$ cat config.mk
export PLATFORM = sky130hd
export DESIGN_NAME = linear_layer_i4xi4_q_fifo_w8_d9_ctrl
export DESIGN_NICKNAME = d
export VERILOG_FILES = /design/src/rtl/linear_layer_i4xi4_q_fifo_w8_d9_ctrl_pkg.sv /design/src/rtl/linear_layer_i4xi4_q_fifo_w8_d9_srl.sv /design/src/rtl/linear_layer_i4xi4_q_fifo_w8_d9_ctrl.sv
export SDC_FILE = /design/constraint.sdc
export NUM_CORES = 1
export LEC_CHECK = 0
export BUFFER_PORTS_ARGS = -buffer_cell sky130_fd_sc_hd__buf_4
export CAP_MARGIN = 0
export CORE_AREA = 4 4 109 111
export CTS_CLUSTER_DIAMETER = 150
export DETAILED_ROUTE_END_ITERATION = 6
export DIE_AREA = 0 0 113 115
export PLACE_DENSITY = 0.49
export SLEW_MARGIN = 0
export SYNTH_ARGS = -nofsm -noshare
export SYNTH_HDL_FRONTEND = slang
export SYNTH_SLANG_ARGS = --single-unit
$ cat constraint.sdc
create_clock -name clk -period 9.4 [get_ports clk]
set_clock_uncertainty 0.2 [all_clocks]
set_input_delay 0.94 -clock clk [delete_from_list [all_inputs] [get_ports clk]]
set_output_delay 0.94 -clock clk [all_outputs]
set_load 0.01 [all_outputs]
$ cat src/rtl/linear_layer_i4xi4_q_fifo_w8_d9_ctrl_pkg.sv
// Shared constants and helpers for the i4xi4 stream FIFO (8-bit, depth 9).
//   INT4X2_DATA_WIDTH : word width of a stream carrying two packed int4 values
//   DEFAULT_DEPTH     : total FIFO capacity (SRL entries + output register)
//   DEFAULT_ADDR_WIDTH: SRL address width
//   fifo_cnt_width()  : bits needed to hold an occupancy count 0..depth
package linear_layer_i4xi4_q_fifo_w8_d9_ctrl_pkg;

  localparam int INT4X2_DATA_WIDTH  = 8;
  localparam int DEFAULT_DEPTH      = 9;
  localparam int DEFAULT_ADDR_WIDTH = 4;

  function automatic int fifo_cnt_width(input int depth);
    return $clog2(depth + 1);
  endfunction

endpackage

$ cat src/rtl/linear_layer_i4xi4_q_fifo_w8_d9_srl.sv
// Shift-register (SRL) storage for the stream FIFO.
//   clk  : clock
//   we   : shift din in at entry 0, every entry moves one place deeper
//   addr : read address, 0 = newest word
//   din  : write data
//   dout : combinational read of entry addr (0 when addr is out of range)
// Contents are deliberately not reset.
module linear_layer_i4xi4_q_fifo_w8_d9_srl
  import linear_layer_i4xi4_q_fifo_w8_d9_ctrl_pkg::*;
#(
  parameter int DATA_WIDTH = INT4X2_DATA_WIDTH,
  parameter int ADDR_WIDTH = DEFAULT_ADDR_WIDTH,
  parameter int DEPTH      = DEFAULT_DEPTH - 1
) (
  input  logic                  clk,
  input  logic                  we,
  input  logic [ADDR_WIDTH-1:0] addr,
  input  logic [DATA_WIDTH-1:0] din,
  output logic [DATA_WIDTH-1:0] dout
);

  logic [DATA_WIDTH-1:0] mem [DEPTH];

  always_ff @(posedge clk) begin
    if (we) begin
      mem[0] <= din;
      for (int i = 1; i < DEPTH; i++) begin
        mem[i] <= mem[i-1];
      end
    end
  end

  // Decoded mux keeps the index width independent of DEPTH.
  always_comb begin
    dout = '0;
    for (int i = 0; i < DEPTH; i++) begin
      if (addr == ADDR_WIDTH'(i)) dout = mem[i];
    end
  end

endmodule

$ cat src/rtl/linear_layer_i4xi4_q_fifo_w8_d9_ctrl.sv
// Control and first-word-fall-through output stage of the i4xi4 stream FIFO.
// Tracks SRL occupancy, generates SRL we/addr/din, and moves the oldest SRL
// word into an output register whenever that register is free or being read.
//   clk               : clock, all state on rising edge
//   reset_n           : asynchronous active-low reset
//   if_din/if_write   : write data / write request
//   if_full_n         : 1 = space available
//   if_dout           : head-of-FIFO data (output register)
//   if_read           : read request
//   if_empty_n        : 1 = if_dout valid
//   if_num_data_valid : total words held (SRL + output register)
//   if_fifo_cap       : constant DEPTH
module linear_layer_i4xi4_q_fifo_w8_d9_ctrl
  import linear_layer_i4xi4_q_fifo_w8_d9_ctrl_pkg::*;
#(
  parameter int DATA_WIDTH = INT4X2_DATA_WIDTH,
  parameter int ADDR_WIDTH = DEFAULT_ADDR_WIDTH,
  parameter int DEPTH      = DEFAULT_DEPTH
) (
  input  logic                  clk,
  input  logic                  reset_n,
  input  logic [DATA_WIDTH-1:0] if_din,
  input  logic                  if_write,
  output logic                  if_full_n,
  output logic [DATA_WIDTH-1:0] if_dout,
  input  logic                  if_read,
  output logic                  if_empty_n,
  output logic [ADDR_WIDTH:0]   if_num_data_valid,
  output logic [ADDR_WIDTH:0]   if_fifo_cap
);

  // Wide enough for the largest legal DEPTH (2^ADDR_WIDTH + 1).
  localparam int CNT_W = fifo_cnt_width((2 ** ADDR_WIDTH) + 1);
  localparam logic [CNT_W-1:0] DEPTH_C = CNT_W'(DEPTH);
  localparam logic [CNT_W-1:0] ONE_C   = CNT_W'(1);

  logic [CNT_W-1:0]      srl_cnt;
  logic                  out_valid;
  logic [DATA_WIDTH-1:0] out_data;

  logic [CNT_W-1:0]      total;
  logic                  push;
  logic                  pop;
  logic                  accept;
  logic [ADDR_WIDTH-1:0] srl_addr;
  logic [DATA_WIDTH-1:0] srl_dout;

  logic [CNT_W-1:0]      srl_cnt_nxt;
  logic                  out_valid_nxt;
  logic [DATA_WIDTH-1:0] out_data_nxt;

  // Full is decoded from registered state only, so neither if_read nor
  // if_write has a combinational path to if_full_n.
  assign total     = srl_cnt + {{(CNT_W-1){1'b0}}, out_valid};
  assign if_full_n = (total != DEPTH_C);

  assign push   = if_write & if_full_n;
  assign pop    = (srl_cnt != '0) & (~out_valid | if_read);
  assign accept = if_read & out_valid;

  // Address comes from registered srl_cnt, so the read of the oldest word
  // sees the SRL contents before this edge's shift.
  assign srl_addr = (srl_cnt != '0) ? ADDR_WIDTH'(srl_cnt - ONE_C) : '0;

  always_comb begin
    srl_cnt_nxt   = srl_cnt;
    out_valid_nxt = out_valid;
    out_data_nxt  = out_data;
    if (push && !pop) srl_cnt_nxt = srl_cnt + ONE_C;
    if (pop && !push) srl_cnt_nxt = srl_cnt - ONE_C;
    out_valid_nxt = pop | (out_valid & ~accept);
    if (pop) out_data_nxt = srl_dout;
  end

  always_ff @(posedge clk or negedge reset_n) begin
    if (!reset_n) begin
      srl_cnt   <= '0;
      out_valid <= 1'b0;
      out_data  <= '0;
    end else begin
      srl_cnt   <= srl_cnt_nxt;
      out_valid <= out_valid_nxt;
      out_data  <= out_data_nxt;
    end
  end

  assign if_empty_n        = out_valid;
  assign if_dout           = out_data;
  assign if_num_data_valid = (ADDR_WIDTH + 1)'(total);
  assign if_fifo_cap       = (ADDR_WIDTH + 1)'(DEPTH);

  linear_layer_i4xi4_q_fifo_w8_d9_srl #(
    .DATA_WIDTH (DATA_WIDTH),
    .ADDR_WIDTH (ADDR_WIDTH),
    .DEPTH      (DEPTH - 1)
  ) u_srl (
    .clk  (clk),
    .we   (push),
    .addr (srl_addr),
    .din  (if_din),
    .dout (srl_dout)
  );

endmodule

# After elaboration in Yosys (flattened, before gate mapping)
# Memory sizes are Yosys's and may differ from the RTL's.
# Cells that the tools add are included.
# classes
add_sub_neg,3
n_eq_ne,8
muxes,13
bitwise_logic,8
n_reduce_logical,7
# op_table
operator,n
2-to-1 mux 8 bit,8
equality test 4 x 3 -> 1 bit (second input constant),4
2-to-1 mux 5 bit,2
equality test 4 x 2 -> 1 bit (second input constant),2
adder 5 x 1 -> 5 bit,1
adder 5 x 1 -> 5 bit (second input constant),1
inequality test 5 x 4 -> 1 bit (second input constant),1
nonzero test 5 bit,1
subtractor 5 x 1 -> 5 bit (second input constant),1
bitwise AND 1 bit,4
equality test 4 x 1 -> 1 bit (second input constant),1
zero test 4 bit,1
2-to-1 mux 4 bit,1
logical AND 1 bit,2
zero test 1 bit,2
2-to-1 mux 1 bit,2
inverter 1 bit,2
bitwise OR 1 bit,2
nonzero test 2 bit,1
# totals
register_bits,14
ramBits,64
input_bits,12
output_inout_bits,20
wordCells,43
mem_count,1
# mem_list
memory,words,width,read_ports,rd_ports_with_merged_regs,write_ports,line_no,rtl
u_srl.mem,8,8,8,0,8,linear_layer_i4xi4_q_fifo_w8_d9_srl.sv:22,logic [DATA_WIDTH-1:0] mem [DEPTH];

# Longest topological paths before layout
# depth
ltp_word,11
depth_mapped,12
mapped_depth_nobuf,11

# Modules after synthesis
# Synthesis repeated with hierarchy kept, for this count alone.
# unflattened
cells_unflattened,243
area_unflattened_um2,3565.9
# modules_own_cells
module,instances,cells_each,area_per_inst_um2,seq_area_each_um2
linear_layer_i4xi4_q_fifo_w8_d9_srl,1,165,2653.8,1921.8
linear_layer_i4xi4_q_fifo_w8_d9_ctrl,1,78,912.1,350.3

# Worst setup path before layout
# OpenSTA, ideal clock, no wires.
# synth_timing
path_kind,reg2reg
from,register out_valid (netlist: if_empty_n)
to,memory u_srl.mem[0][0] (netlist bit) (enable)
arrival_ns,2.674
t_required_ns,8.782
setup_slack_ns,6.108
stages_incl_launch_ff,8
path_cell_list,dfrtp_1 > ha_1 > ha_1 > nand3_1 > xnor2_1 > or4b_1 > nand2_1 > inv_1
# synth_rtl
element,line_no,rtl
from (decl),linear_layer_i4xi4_q_fifo_w8_d9_ctrl.sv:38,logic out_valid;
from (signal assigned),linear_layer_i4xi4_q_fifo_w8_d9_ctrl.sv:82,out_valid <= out_valid_nxt;
to (decl),linear_layer_i4xi4_q_fifo_w8_d9_srl.sv:22,

# Worst setup path after layout
# layout_timing
from,register srl_cnt[0]
to,output if_full_n
# layout_between
elab_chain_cells,2
# layout_rtl
element,line_no,rtl
from (decl),linear_layer_i4xi4_q_fifo_w8_d9_ctrl.sv:37,logic [CNT_W-1:0] srl_cnt;
from (signal assigned),linear_layer_i4xi4_q_fifo_w8_d9_ctrl.sv:81,srl_cnt <= srl_cnt_nxt;
adder 5 x 1 -> 5 bit,linear_layer_i4xi4_q_fifo_w8_d9_ctrl.sv:54,"assign total = srl_cnt + {{(CNT_W-1){1'b0}}, out_valid};"
inequality test 5 x 4 -> 1 bit,linear_layer_i4xi4_q_fifo_w8_d9_ctrl.sv:55,assign if_full_n = (total != DEPTH_C);
to (decl),linear_layer_i4xi4_q_fifo_w8_d9_ctrl.sv:24,"output logic if_full_n,"
# No other way between the ends.

==> results.toml <==
[power_and_ir_drop]
seqPwrFrac_pct = 39.9
switching_share_pct = 42.8
pwr-share-comb_pct = 45.7
p_int_mw = 0.855
leakagePower_nw = 1.47
peakVddDrop_mv = 0.106
clock_power_share_pct = 14.4
power.density_nw_per_um2 = 358
netSwitchingPower_mw = 0.639

[sta]
max_freq_mhz = 261
finalSetupTns_ns = 0
slew_violations = 0
hold_violations = 0
fin_crit_ns = 3.83
max_slew_margin_pct = 31.2
worstMarginPinSlew_ns = 1.03
min_period_over_period_pct = 40.8
worst_slack_ns = 5.57
final-setup-viol-count = 0
rsz0062_at_grt = "false"

[final_layout]
diodes = 0
nFillCells = 1036
syn_to_final_growth_pct = 11.4
nNetsFinal = 369
drive_gt1_share_pct = 13.2

[setup_path]
crit_family = "flip-flops"
worstPathRequired_ns = 8.26
rr_startpoint = "srl_cnt[0]"
start_kind = "register"
cp_cell_sequence = "ha_1 -> ha_1 -> nand3_1 -> xnor2_1 -> or4b_1 -> buf_4"
criticalPathCategory = "reg -> out"
path_max_fanout = 22
cpPeakStageDelay_ns = 0.88
crit_arrival_ns = 2.69
r2r_slack_ns = 5.70
end_kind = "primary output"
r2r_cells = 7
cpMostUsedCell = "ha_1"
r2r_end = "if_dout[3]"
slowest_stage = "dfrtp_1"
critPathBufInv = 1

[floorplanning]
start_util_pct = 34.7
ios = 32
die_x_um = 113
die_h_um = 115
rows = 38
die_area_um2 = 13000
coreArea_um2 = 10800

[yosys]
ys_ff_latch = 78
async_flop_share_pct = 17.9
synth_area_per_cell_um2 = 11.3
synth_common_cells = "64 x edfxtp_1, 50 x nand2_1, 40 x nor2_1"
ys_seq_area_share_pct = 60.7
yosysWarnings = 0
synth_flop_cell = "edfxtp_1"
yosysTopAreaCellShare_pct = 51.3
synth_cells = 332
synth_most_common_cell = "edfxtp_1"
synth-edff-count = 64
synth_area_leaders = "edfxtp_1 51%, dfrtp_1 9.4%, nand2_1 5.0%"
yosysTopAreaCell = "edfxtp_1"
synth.distinct_cells = 47
netlist_area_um2 = 3740

[grt]
antenna_found_initial = 0
grtUsageTotal_pct = 13.2
grt_pass1_wl_mm = 13.3
grt_pass1_vias = 2419
grt_max_degree = 65
grt-ovfl-total = 0

[clocking]
path_clk_slew_ns = 0.08
cts_tree = "done"
cts_sinks = 78
cts_setup_buffers = 0
cts.path.max_buffers = 2
clk_latency_ns = 0.36
ctsHoldBuffers = 0
cts_resized = 0
root_buffer = "clkbuf_8"
htree_num_levels = 3
cts_made_buffers = 9

[route]
wl_met2_mm = 3.76
wl_per_cell_um = 16.9
num_vias = 2587
dr.pass1.iters = 5
drtIter0Drc = 212
vias_per_cell = 5.23
routed.top_layer = "met4"
wl_mm = 8.38
ant_nets = 0
dr_wl_met3_um = 529
drc = 0
wl_met1_mm = 4.02

[hold_path]
hold_class = "in -> async"

[run_status]
status = "finished clean"

[placement]
dp_hpwl_mm = 5.47
place.gp.congestion = 0.762
io_buffers = 26
place_ws_ns = 5.77

[run]
maxCapViolCount = 0
-- state kept, by name, summed over array words and instances (netlist names) --
name and flops:
if_empty_n 1, if_dout 8, u_srl.mem 64, srl_cnt 5
-- stage by stage --
step           hold WS [ns]  instance area [um2]  std cells  power [mW]  utilization (%)
6_report              0.222                 4170        495        1.49             38.6
5_1_grt               0.219                 4170        495        1.60             38.6
4_1_cts               0.219                 4170        495        1.50             38.6
3_5_place_dp          0.230                 4010        479        1.28             37.2
3_3_place_gp          0.229                 4010        479        1.28             37.2
2_1_floorplan         0.221                 3750        335        1.07                -
-- power by group through the flow --
stage	Clock, mW	Sequential (mW)	Combinational, mW
global route	0.239	0.608	0.755
global placement	0	0.599	0.681
finish	0.215	0.596	0.683
CTS	0.223	0.594	0.684
floorplan	0	0.548	0.526
detailed placement	0	0.601	0.680
-- how the worst max path moves through the flow --
stage / from / end / depth (start not counted)
floorplan: if_empty_n / u_srl.mem[0][0] / 7
global placement: srl_cnt[0] / if_dout[2] / 7
detailed placement: srl_cnt[0] / if_dout[0] / 7
CTS: srl_cnt[0] / if_full_n / 6
global route: srl_cnt[0] / if_full_n / 6
finish: srl_cnt[0] / if_full_n / 6
-- area by class of cell --
| cell class | instances | area [um2] | share of cell area (%) |
|---|---|---|---|
| flip-flops and latches | 78 | 2270 | 54.5 |
| multi-input cells | 226 | 1330 | 31.8 |
| repair buffers | 28 | 210 | 5.04 |
| well taps | 140 | 175 | 4.20 |
| clock buffers | 12 | 135 | 3.24 |
| inverters | 7 | 26.3 | 0.630 |
| clock inverters | 4 | 23.8 | 0.570 |
-- cells by family (layout without fill, tap and decap cells) --
| family | after synthesis | after routing | share of synthesized area, % |
|---|---|---|---|
| buf+inv | 31 | 51 | 4.18 |
| mux | 1 | 1 | 0.267 |
| other cells | 2 | 5 | 0.201 |
| simple gates | 121 | 121 | 14.6 |
| flops | 78 | 78 | 60.7 |
| xor+xnor | 10 | 10 | 2.34 |
| fa+ha+maj | 7 | 7 | 2.34 |
| compound gates | 82 | 82 | 15.4 |
-- routing by layer --
metal | GRT usage (%) | vias up
met4 | 4.49 | 0
met5 | 0 | -
met2 | 19.4 | 93
met1 | 18.8 | 1242
li1 | - | 1246
met3 | 3.84 | 6
-- placed cells by master, fill, tap and decap left out, types with 2 or more instances in the layout --
master / instances
nand2b_1: 4
xor2_1: 4
a32oi_1: 9
or4b_1: 2
inv_2: 2
clkbuf_8: 9
nor2_1: 40
ha_1: 7
buf_4: 28
nand2_1: 50
nand2_2: 2
dfrtp_1: 14
a21oi_1: 31
clkinv_1: 2
clkbuf_1: 3
conb_1: 5
o21ai_0: 11
o41a_1: 7
inv_1: 5
nand3_1: 5
nor2b_1: 8
edfxtp_1: 64
a311oi_1: 7
xnor2_1: 6
o22ai_1: 7
Power figures use the tool's default switching activity.
